File: config.mk
export PLATFORM = sky130hd
export DESIGN_NAME = load_store_unit
export DESIGN_NICKNAME = d
export VERILOG_FILES = /design/src/rtl/load_store_unit.sv
export SDC_FILE = /design/constraint.sdc
export NUM_CORES = 1
export LEC_CHECK = 0
export CAP_MARGIN = 40
export CORE_ASPECT_RATIO = 1.4
export CORE_UTILIZATION = 46
export DETAILED_ROUTE_END_ITERATION = 12
export GPL_ROUTABILITY_DRIVEN = 0
export HOLD_SLACK_MARGIN = 0.06
export PLACE_DENSITY = 0.79
export SLEW_MARGIN = 20
export SYNTH_ARGS = -nofsm -noshare
export SYNTH_HDL_FRONTEND = slang
export SYNTH_SLANG_ARGS = --single-unit
File: constraint.sdc
create_clock -name clk -period 2.9 [get_ports clk]
set_input_delay 0.58 -clock clk [delete_from_list [all_inputs] [get_ports clk]]
set_output_delay 0.58 -clock clk [all_outputs]
set_load 0.1 [all_outputs]
File: src/rtl/load_store_unit.sv
// load_store_unit: memory-access stage in front of the 1024x32 data memory.
// Converts byte-addressed core requests into word strobes, performs
// read-modify-write for sub-word stores, and extracts/extends load data.
// Optional build macro: LSU_MISALIGN_TRAP_EN (misaligned accesses fault
// instead of aligning down).
module load_store_unit #(
  parameter int ADDR_W = 32,
  parameter int MEM_AW = 10
) (
  input  logic              clk,
  input  logic              rst,
  input  logic              req_valid,
  output logic              req_ready,
  input  logic              req_store,
  input  logic [1:0]        req_size,
  input  logic              req_unsigned,
  input  logic [ADDR_W-1:0] req_addr,
  input  logic [31:0]       req_wdata,
  output logic              resp_valid,
  output logic [31:0]       resp_rdata,
  output logic              resp_fault,
  output logic [MEM_AW-1:0] mem_address,
  output logic [31:0]       mem_data_in,
  output logic              mem_read,
  output logic              mem_write,
  input  logic [31:0]       mem_data_out
);

  typedef enum logic [1:0] {IDLE, ACCESS, MERGE, RESP} state_t;

  state_t state, next_state;

  logic              store_q;
  logic [1:0]        size_q;
  logic              unsigned_q;
  logic [MEM_AW+1:0] addr_q;
  logic [31:0]       wdata_q;
  logic [31:0]       word_q;

  logic              is_byte, is_half, is_word;
  logic              needs_read;
  logic [7:0]        sel_byte;
  logic [15:0]       sel_half;
  logic [31:0]       load_val;
  logic [31:0]       merged;

  // Address bits above the memory index wrap away and are never used.
  logic unused_addr_bits;
  assign unused_addr_bits = ^req_addr[ADDR_W-1:MEM_AW+2];

  // Size 2'b11 behaves as a word access.
  assign is_byte    = (size_q == 2'b00);
  assign is_half    = (size_q == 2'b01);
  assign is_word    = size_q[1];
  assign needs_read = !(store_q && is_word);

`ifdef LSU_MISALIGN_TRAP_EN
  logic fault_q;
  logic misaligned;
  assign misaligned = ((req_size == 2'b01) && req_addr[0]) ||
                      (req_size[1] && (req_addr[1:0] != 2'b00));
`endif

  // State register with asynchronous return to IDLE.
  always_ff @(posedge clk or posedge rst) begin
    if (rst) state <= IDLE;
    else     state <= next_state;
  end

  // Sequencing: accept, access, optional merge write, then respond.
  always_comb begin
    next_state = state;
    case (state)
      IDLE: begin
        if (req_valid) begin
`ifdef LSU_MISALIGN_TRAP_EN
          next_state = misaligned ? RESP : ACCESS;
`else
          next_state = ACCESS;
`endif
        end
      end
      ACCESS:  next_state = (store_q && !is_word) ? MERGE : RESP;
      MERGE:   next_state = RESP;
      RESP:    next_state = IDLE;
      default: next_state = IDLE;
    endcase
  end

  // Latch the request on accept and capture the memory word during ACCESS.
  always_ff @(posedge clk or posedge rst) begin
    if (rst) begin
      store_q    <= 1'b0;
      size_q     <= 2'b00;
      unsigned_q <= 1'b0;
      addr_q     <= '0;
      wdata_q    <= '0;
      word_q     <= '0;
`ifdef LSU_MISALIGN_TRAP_EN
      fault_q    <= 1'b0;
`endif
    end else begin
      if (state == IDLE && req_valid) begin
        store_q    <= req_store;
        size_q     <= req_size;
        unsigned_q <= req_unsigned;
        addr_q     <= req_addr[MEM_AW+1:0];
        wdata_q    <= req_wdata;
`ifdef LSU_MISALIGN_TRAP_EN
        fault_q    <= misaligned;
`endif
      end
      if (state == ACCESS && needs_read) word_q <= mem_data_out;
    end
  end

  // Pick the addressed byte/halfword and extend it to 32 bits.
  always_comb begin
    case (addr_q[1:0])
      2'd0:    sel_byte = word_q[7:0];
      2'd1:    sel_byte = word_q[15:8];
      2'd2:    sel_byte = word_q[23:16];
      default: sel_byte = word_q[31:24];
    endcase
    sel_half = addr_q[1] ? word_q[31:16] : word_q[15:0];
    if (is_byte)      load_val = {{24{~unsigned_q & sel_byte[7]}}, sel_byte};
    else if (is_half) load_val = {{16{~unsigned_q & sel_half[15]}}, sel_half};
    else              load_val = word_q;
  end

  // Splice store data into the captured word for read-modify-write.
  always_comb begin
    merged = word_q;
    if (is_byte) begin
      case (addr_q[1:0])
        2'd0:    merged[7:0]   = wdata_q[7:0];
        2'd1:    merged[15:8]  = wdata_q[7:0];
        2'd2:    merged[23:16] = wdata_q[7:0];
        default: merged[31:24] = wdata_q[7:0];
      endcase
    end else if (is_half) begin
      if (addr_q[1]) merged[31:16] = wdata_q[15:0];
      else           merged[15:0]  = wdata_q[15:0];
    end
  end

  // Port decode from the current state and latched request.
  always_comb begin
    req_ready   = 1'b0;
    resp_valid  = 1'b0;
    resp_rdata  = '0;
    resp_fault  = 1'b0;
    mem_address = '0;
    mem_data_in = '0;
    mem_read    = 1'b0;
    mem_write   = 1'b0;
    case (state)
      IDLE: req_ready = 1'b1;
      ACCESS: begin
        mem_address = addr_q[MEM_AW+1:2];
        if (needs_read) begin
          mem_read = 1'b1;
        end else begin
          mem_write   = 1'b1;
          mem_data_in = wdata_q;
        end
      end
      MERGE: begin
        mem_address = addr_q[MEM_AW+1:2];
        mem_write   = 1'b1;
        mem_data_in = merged;
      end
      RESP: begin
        resp_valid = 1'b1;
`ifdef LSU_MISALIGN_TRAP_EN
        resp_fault = fault_q;
        resp_rdata = (store_q || fault_q) ? 32'd0 : load_val;
`else
        resp_rdata = store_q ? 32'd0 : load_val;
`endif
      end
      default: ;
    endcase
  end

endmodule

* Word level (Yosys, flattened, before mapping)
Cells that the tools add are included.
** Storage, ports and cells
- Word-level logic and storage cells :: 54
- Output and inout bits :: 79
- Bits in registers :: 82
** Cells by class
- Multiplexer cells :: 26
- Eq/ne operators :: 7
- Bitwise operators :: 3
- Reductions and logical operators :: 11
** Operators by type and width (count)
- 32-bit 2-to-1 mux :: 7
- 32-bit one-hot mux with 2 select lines :: 1
- 16-bit 2-to-1 mux :: 3
- 8-bit 2-to-1 mux :: 4
- 8-bit one-hot mux with 3 select lines :: 1
- 10-bit 2-to-1 mux :: 1
- 2-bit one-hot mux with 4 select lines :: 1
- 2-bit by 1-bit equality test with 1-bit output (second input constant) :: 3
- 2-bit equality test (second input constant) :: 3
- 2-bit logical NOT :: 3
- 1-bit 2-to-1 mux :: 6
- 1-bit logical AND :: 4
- 3-bit OR reduction :: 1
- 1-bit bitwise AND :: 2
- 1-bit logical NOT :: 2
- 2-bit 2-to-1 mux :: 1
- 2-bit inequality test (second input constant) :: 1
- 1-bit one-hot mux with 2 select lines :: 1
- 2-bit OR reduction :: 1
- 1-bit inverter :: 1

* Logic depth before layout (Yosys ltp)
Gate-level depths: netlist of the first run.
- Depth after elaboration :: 6
- Mapped depth :: 8
- Gate-level depth less buffers :: 6

* Worst setup path after synthesis of the first run
No wires, ideal clock.
- Path type :: register -> output
- Start :: reg state[1]
- End :: out resp_rdata[0]
- Arrival time :: 6.208 ns
- Data required time :: 2.320 ns
- Cell stages (with the launch flop) :: 4
- Path slack :: -3.888 ns
- Buffers on the path :: 0
- Cell sequence :: dfrtp_1 ha_1 nand2b_1 a2111oi_0
** On the way
- Word-level cells in the longest chain between the ends :: 2
** Ends and longest elaborated chain
- from (decl) :: RTL line 31 : state_t state, next_state;
- from (signal assigned) :: RTL line 67 : else state <= next_state;
- 2-bit equality test :: RTL line 157 : case (state)
- 32-bit 2-to-1 mux :: RTL line 157
- to (decl) :: RTL line 20 : output logic [31:0] resp_rdata,
No other way between the ends.

* Worst setup path in the final report of the first run
- Start :: reg state[0]
- End :: out mem_data_in[0]
** On the way
- Word-level cells in the longest chain between the ends :: 2
** Ends and longest elaborated chain
- 2-bit equality test / 2-bit by 1-bit equality test with 1-bit output (equally long branches) :: RTL line 157
- 32-bit one-hot mux with 2 select lines (*) :: RTL line 157
- to (decl) :: RTL line 23 : output logic [31:0] mem_data_in,
Mark *: on every way between the ends. The rest lies on a longest branch, timed or not.

==> results of run 1 <==
-- what timing repair did --
action,CTS,global route
buffers inserted,2,1
gates resized for setup,2,7
setup endpoints to repair,24,30
pin swaps,1,0
-- stage by stage --
stage,util,hold WS (ns),cell area (um^2)
finish,0.763,0.495,8340
detailed placement,0.729,0.486,7970
floorplan,-,0.471,5430
global route,0.763,0.505,8340
CTS,0.760,0.498,8300
global placement,0.729,0.479,7970
-- worst max-delay path by stage --
stage | from | depth (start not counted) | slack [ns] | endpoint
4_1_cts | state[0]$_DFFE_PP0P_ | 7 | 0.0007 | mem_data_in[0]
5_1_grt | state[0]$_DFFE_PP0P_ | 7 | -0.009 | mem_data_in[0]
3_3_place_gp | addr_q[1]$_DFFE_PP0P_ | 5 | 0.33 | resp_rdata[21]
3_5_place_dp | state[0]$_DFFE_PP0P_ | 7 | 0.27 | mem_data_in[0]
2_1_floorplan | state[0]$_DFFE_PP0P_ | 4 | -0.23 | resp_rdata[10]
6_report | state[0]$_DFFE_PP0P_ | 6 | 0.08 | mem_data_in[0]
-- flip-flops by register name, summed over array words and instances (netlist names) --
register	cells
wdata_q	32
size_q	2
store_q	1
addr_q	12
state	2
unsigned_q	1
word_q	32
-- logic make-up (layout without fill, tap and decap cells) --
| kind of cell | Yosys count | in the layout | share of synthesized area |
|---|---|---|---|
| compound gates | 178 | 178 | 0.234 |
| other cells | 1 | 1 | 0.000723 |
| mux | 81 | 81 | 0.189 |
| buf+inv | 76 | 233 | 0.0670 |
| flops | 82 | 82 | 0.395 |
| simple gates | 97 | 97 | 0.104 |
| fa+ha+maj | 4 | 4 | 0.00965 |
-- metal layers --
layer	global-route usage	up-vias	wire length [um]
met5	0	-	0
met4	0.227	0	1200
met3	0.0558	69	1250
met2	0.524	288	8810
met1	0.369	2439	6410
li1	-	2229	-
-- cell usage in the layout (no fill, tap or decap), types with 3 or more instances in the layout --
cell,n
and2_1,13
o211ai_1,16
a2111oi_4,8
a22o_1,8
buf_4,30
mux4_2,8
nor2_1,9
buf_12,79
a21oi_1,34
o21ai_0,25
nand2b_1,3
and3b_1,16
nand2_1,34
a22oi_1,16
dfrtp_1,79
mux2i_1,17
clkbuf_16,9
mux2_2,56
nor2b_1,13
o21ai_1,9
inv_1,26
clkbuf_8,3
a21oi_2,16
o22ai_1,16
a221oi_2,8
a32oi_1,16
clkdlybuf4s50_1,82
-- final cells by class --
type,count,area (um^2),area share
multi-input cells,361,3070,0.368
repair buffers,191,2630,0.315
flip-flops and latches,82,2060,0.247
clock buffers,13,270,0.0324
well taps,141,176,0.0212
inverters,27,103,0.0123
clock inverters,2,35.0,0.00420
-- worst max-delay path, cell delays in order (launching register included) --
cell and delay [ns]:
dfrtp_1 0.42, inv_1 0.12, ha_2 0.42, buf_4 0.19
a41o_4 0.30, a22o_1 0.23, buf_12 0.19
==> run_results.csv, run 1 <==
group,metric,value,unit
timing,fmax,355,MHz
timing,finalMaxSlewViolations,0,
floorplan,io_pins,182,
timing,finalSetupTns,0,ns
logic_synthesis,yosysTopAreaCell,"dfrtp_1",
placement,numPlacedInstances,799,
logic_synthesis,async_flop_share,1.00,
logic_synthesis,synth_fp_nets,626,
finish,areaGrowthSynthToFinish,60.7,%
route,firstDrtPassIters,5,
floorplan,initial_utilization,0.475,
critical_path,critPathLaunchType,"register",
finish,drive_above_1_share,0.352,
logic_synthesis,ys_top_cells_by_area,"dfrtp_1 (40%), mux2_2 (12%), a21oi_1 (3.9%), mux4_2 (3.5%), mux2i_1 (3.3%)",
logic_synthesis,synth-seq-area-share,0.395,
worst_hold_path,holdPathEnd,"addr_q[3]$_DFFE_PP0P_",
timing,finalSetupViolCount,0,
flow_run,maxCapViolCount,0,
logic_synthesis,synth.most_common_cell,"dfrtp_1",
route,drtAntennaViolNets,0,
status,run_status,"completed",
clocking,insertion_delay,0.34,ns
clocking,cts_tree,"yes",
logic_synthesis,synth_top_flop_cell,"dfrtp_1",
floorplan,die_h,128,um
timing,fin_skew,0.00385,ns
logic_synthesis,synth_edf_count,0,
critical_path,cp_max_fo,10,
clocking,hold_buffers,0,
clocking,cts_buffers,9,
finish,final_cells,817,
logic_synthesis,yosysWarningCount,0,
critical_path,r2r_cells,4,
critical_path,r2r_end,"word_q[3]$_DFFE_PP0P_",
clocking,numClockSinks,82,
timing,finalCritPeriodShare,0.971,
clocking,cts_buffer_depth,2,
floorplan,coreArea,10900,um^2
placement,preCtsSetupSlack,0.268,ns
logic_synthesis,ys_types,40,
floorplan,fp.dieArea,11700,um^2
worst_hold_path,hp-class,"reg2reg",
placement,dp_hpwl,13.1,mm
global_routing,grt_antenna_before_repair,0,
route,drc,0,
critical_path,critPathKind,"reg2out",
floorplan,rows,45,
timing,relSlewSlack,0.611,
critical_path,reg2reg_slack,0.97,ns
timing,hold_viol,0,
finish,fill_cells,696,
logic_synthesis,synth_seq_cells,82,
critical_path,required,2.32,ns
worst_hold_path,holdPathStages,1,
timing,worst_pin_slew,0.582,ns
global_routing,grt_pass1_vias,5275,
critical_path,timing.critical_path.arrival,2.24,ns
clocking,htree_num_levels,3,
route,viasPerCell,6.15,
critical_path,crit_path_end_kind,"output pin",
route,detail_route.wl_per_cell,21.6,um
worst_hold_path,hold_path_startpoint,"addr_q[3]$_DFFE_PP0P_",
global_routing,grt_max_degree,41,
logic_synthesis,syn-cell-area,5190,um^2
critical_path,reg2reg_from,"size_q[1]$_DFFE_PP0P_",
global_routing,grtUsageTotal,0.316,
global_routing,grt_pass1_wl,28.1,mm
logic_synthesis,syn_area_per_cell,10.0,um^2
route,first_iter_violations,387,
logic_synthesis,synth_top_area_share,0.395,
placement,io_buffers,160,
clocking,path_clk_slew,0.06,ns
logic_synthesis,synth_common_cells,"dfrtp_1 (82), mux2_2 (56), a21oi_1 (40)",
route,finalWirelength,17.7,mm
timing,setup_ws,0.0834,ns
global_routing,grt.overflow.total,0,
timing,period_minus_slack,2.82,ns
floorplan,die_x,91.8,um
finish,nNetsFinal,779,
finish,num_antenna_cells,0,
route,vias,5025,
logic_synthesis,syn_inst,519,
clocking,cts_root_buffer,"clkbuf_16",
Power of run 1 is not shown: default switching activity piles up to over one toggle a cycle in this logic, so the estimate is an artifact.
==> inputs of run 2 (changes only) <==
--- a/config.mk
+++ b/config.mk
@@ -7,11 +7,11 @@
 export LEC_CHECK = 0
 export CAP_MARGIN = 40
 export CORE_ASPECT_RATIO = 1.4
-export CORE_UTILIZATION = 46
+export CORE_UTILIZATION = 42
 export DETAILED_ROUTE_END_ITERATION = 12
 export GPL_ROUTABILITY_DRIVEN = 0
 export HOLD_SLACK_MARGIN = 0.06
-export PLACE_DENSITY = 0.79
+export PLACE_DENSITY = 0.76
 export SLEW_MARGIN = 20
 export SYNTH_ARGS = -nofsm -noshare
 export SYNTH_HDL_FRONTEND = slang
==> constraint.sdc (replaced) <==
create_clock -name clk -period 2.29 [get_ports clk]
set_input_delay 0.458 -clock clk [delete_from_list [all_inputs] [get_ports clk]]
set_output_delay 0.458 -clock clk [all_outputs]
set_load 0.1 [all_outputs]
==> run_results.csv, run 2 (synthesized netlist as in run 1, its figures left out) <==
group,metric,value,unit
finish,finalInstanceArea,9680,um^2
timing,setup_ws,-0.305,ns
timing,worst_pin_slew,0.517,ns
clocking,insertion_delay,0.35,ns
placement,dp_hpwl,13.7,mm
floorplan,fp.dieArea,12800,um^2
route,detail_route.wl_per_cell,25.8,um
clocking,hold_buffers,0,
critical_path,crit_path_end_kind,"output pin",
critical_path,timing.critical_path.arrival,2.14,ns
timing,rsz0062_at_grt,"yes",
floorplan,initial_utilization,0.435,
route,drtAntennaViolNets,0,
global_routing,grtUsageTotal,0.335,
timing,finalCritPeriodShare,1.13,
worst_hold_path,hp-class,"reg2reg",
route,first_iter_violations,577,
timing,hold_viol,0,
timing,fin_skew,0.0111,ns
floorplan,coreArea,11900,um^2
clocking,cts_root_buffer,"clkbuf_16",
floorplan,die_x,95.9,um
route,vias,5568,
clocking,path_clk_slew,0.06,ns
floorplan,rows,47,
flow_run,maxCapViolCount,0,
clocking,cts_buffers,9,
critical_path,critPathLaunchType,"register",
route,firstDrtPassIters,7,
finish,drive_above_1_share,0.534,
placement,io_buffers,160,
finish,mostFrequentLayoutCells,"buf_12 (91), clkdlybuf4s50_1 (82), dfrtp_1 (79)",
route,viasPerCell,6.47,
floorplan,die_h,134,um
global_routing,grt_pass1_vias,5617,
placement,place_area,8630,um^2
timing,fmax,385,MHz
clocking,cts_tree,"yes",
timing,finalSetupViolCount,65,
clocking,cts_buffer_depth,2,
finish,nNetsFinal,816,
finish,num_antenna_cells,0,
status,run_status,"finished, violations left",
critical_path,cp_max_fo,9,
global_routing,grt.overflow.total,0,
global_routing,grt_pass1_wl,31.5,mm
finish,layout_commonest_cell,"buf_12",
finish,fill_cells,577,
timing,finalMaxSlewViolations,0,
clocking,htree_num_levels,3,
global_routing,grt_max_degree,83,
floorplan,io_pins,182,
critical_path,required,1.83,ns
clocking,numClockSinks,82,
finish,top_regs,"wdata_q: 32 flops, word_q: 32 flops, addr_q: 12 flops",
timing,relSlewSlack,0.655,
global_routing,grt_antenna_before_repair,0,
route,drc,0,
critical_path,critPathKind,"reg2out",
status,violations,"setup timing",
timing,period_minus_slack,2.59,ns
route,finalWirelength,22.1,mm
finish,areaGrowthSynthToFinish,86.6,%
run 2: routing by layer:
| layer | wire, um | vias to the layer above | track usage | share of wire |
|---|---|---|---|---|
| li1 | - | 2311 | - | - |
| met3 | 1500 | 134 | 0.0651 | 0.068 |
| met4 | 1810 | 0 | 0.197 | 0.082 |
| met5 | 0 | - | 0 | 0 |
| met2 | 11100 | 376 | 0.559 | 0.50 |
| met1 | 7770 | 2747 | 0.393 | 0.35 |
run 2: final timing paths:
kind	startpoint	to	slack, ns	cells past startpoint
max	addr_q[0]$_DFFE_PP0P_	mem_data_in[9]	-0.30	8
min	addr_q[6]$_DFFE_PP0P_	addr_q[6]$_DFFE_PP0P_	0.50	1
max reg2reg	size_q[1]$_DFFE_PP0P_	word_q[13]$_DFFE_PP0P_	0.30	6
min reg2reg	addr_q[6]$_DFFE_PP0P_	addr_q[6]$_DFFE_PP0P_	0.50	1
max in group asynchronous	rst	word_q[18]$_DFFE_PP0P_	1.33	3
min in group asynchronous	rst	word_q[25]$_DFFE_PP0P_	0.57	3
run 2: timing repair:
action | 4_1_cts | 5_1_grt
endpoints found under the setup margin | 75 | 75
cloned | 3 | 0
resized for setup | 85 | 32
buffers inserted | 19 | 9
pin swaps | 36 | 26
run 2: area by class of cell:
type,instances,area (um^2),area share
Multi-Input combinational cell,362,3890,0.402
Timing Repair Buffer,227,3130,0.323
Sequential cell,82,2060,0.213
Clock buffer,12,246,0.0255
Tap cell,147,184,0.0190
Inverter,27,105,0.0109
Clock inverter,3,65.1,0.00672
run 2: metrics by stage:
step           hold slack, ns  worst slack [ns]  utilization  setup TNS, ns  cells
2_1_floorplan           0.470            -0.281            -          -6.64    519
3_3_place_gp            0.481            0.0432        0.723              0    816
5_1_grt                 0.505            -0.348        0.811         -17.42    860
6_report                0.495            -0.305        0.811         -14.25    860
3_5_place_dp            0.486           0.00830        0.723              0    816
4_1_cts                 0.499            -0.260        0.794         -11.77    853
run 2: critical path, cell delays in order, from the launching register on:
cell	delay (ns)
dfrtp_1	0.39
buf_4	0.15
buf_12	0.14
nor2b_2	0.15
buf_6	0.15
mux2i_2	0.15
o211ai_1	0.20
and3b_2	0.26
buf_12	0.18
Power of run 2 is left out for the same reason.
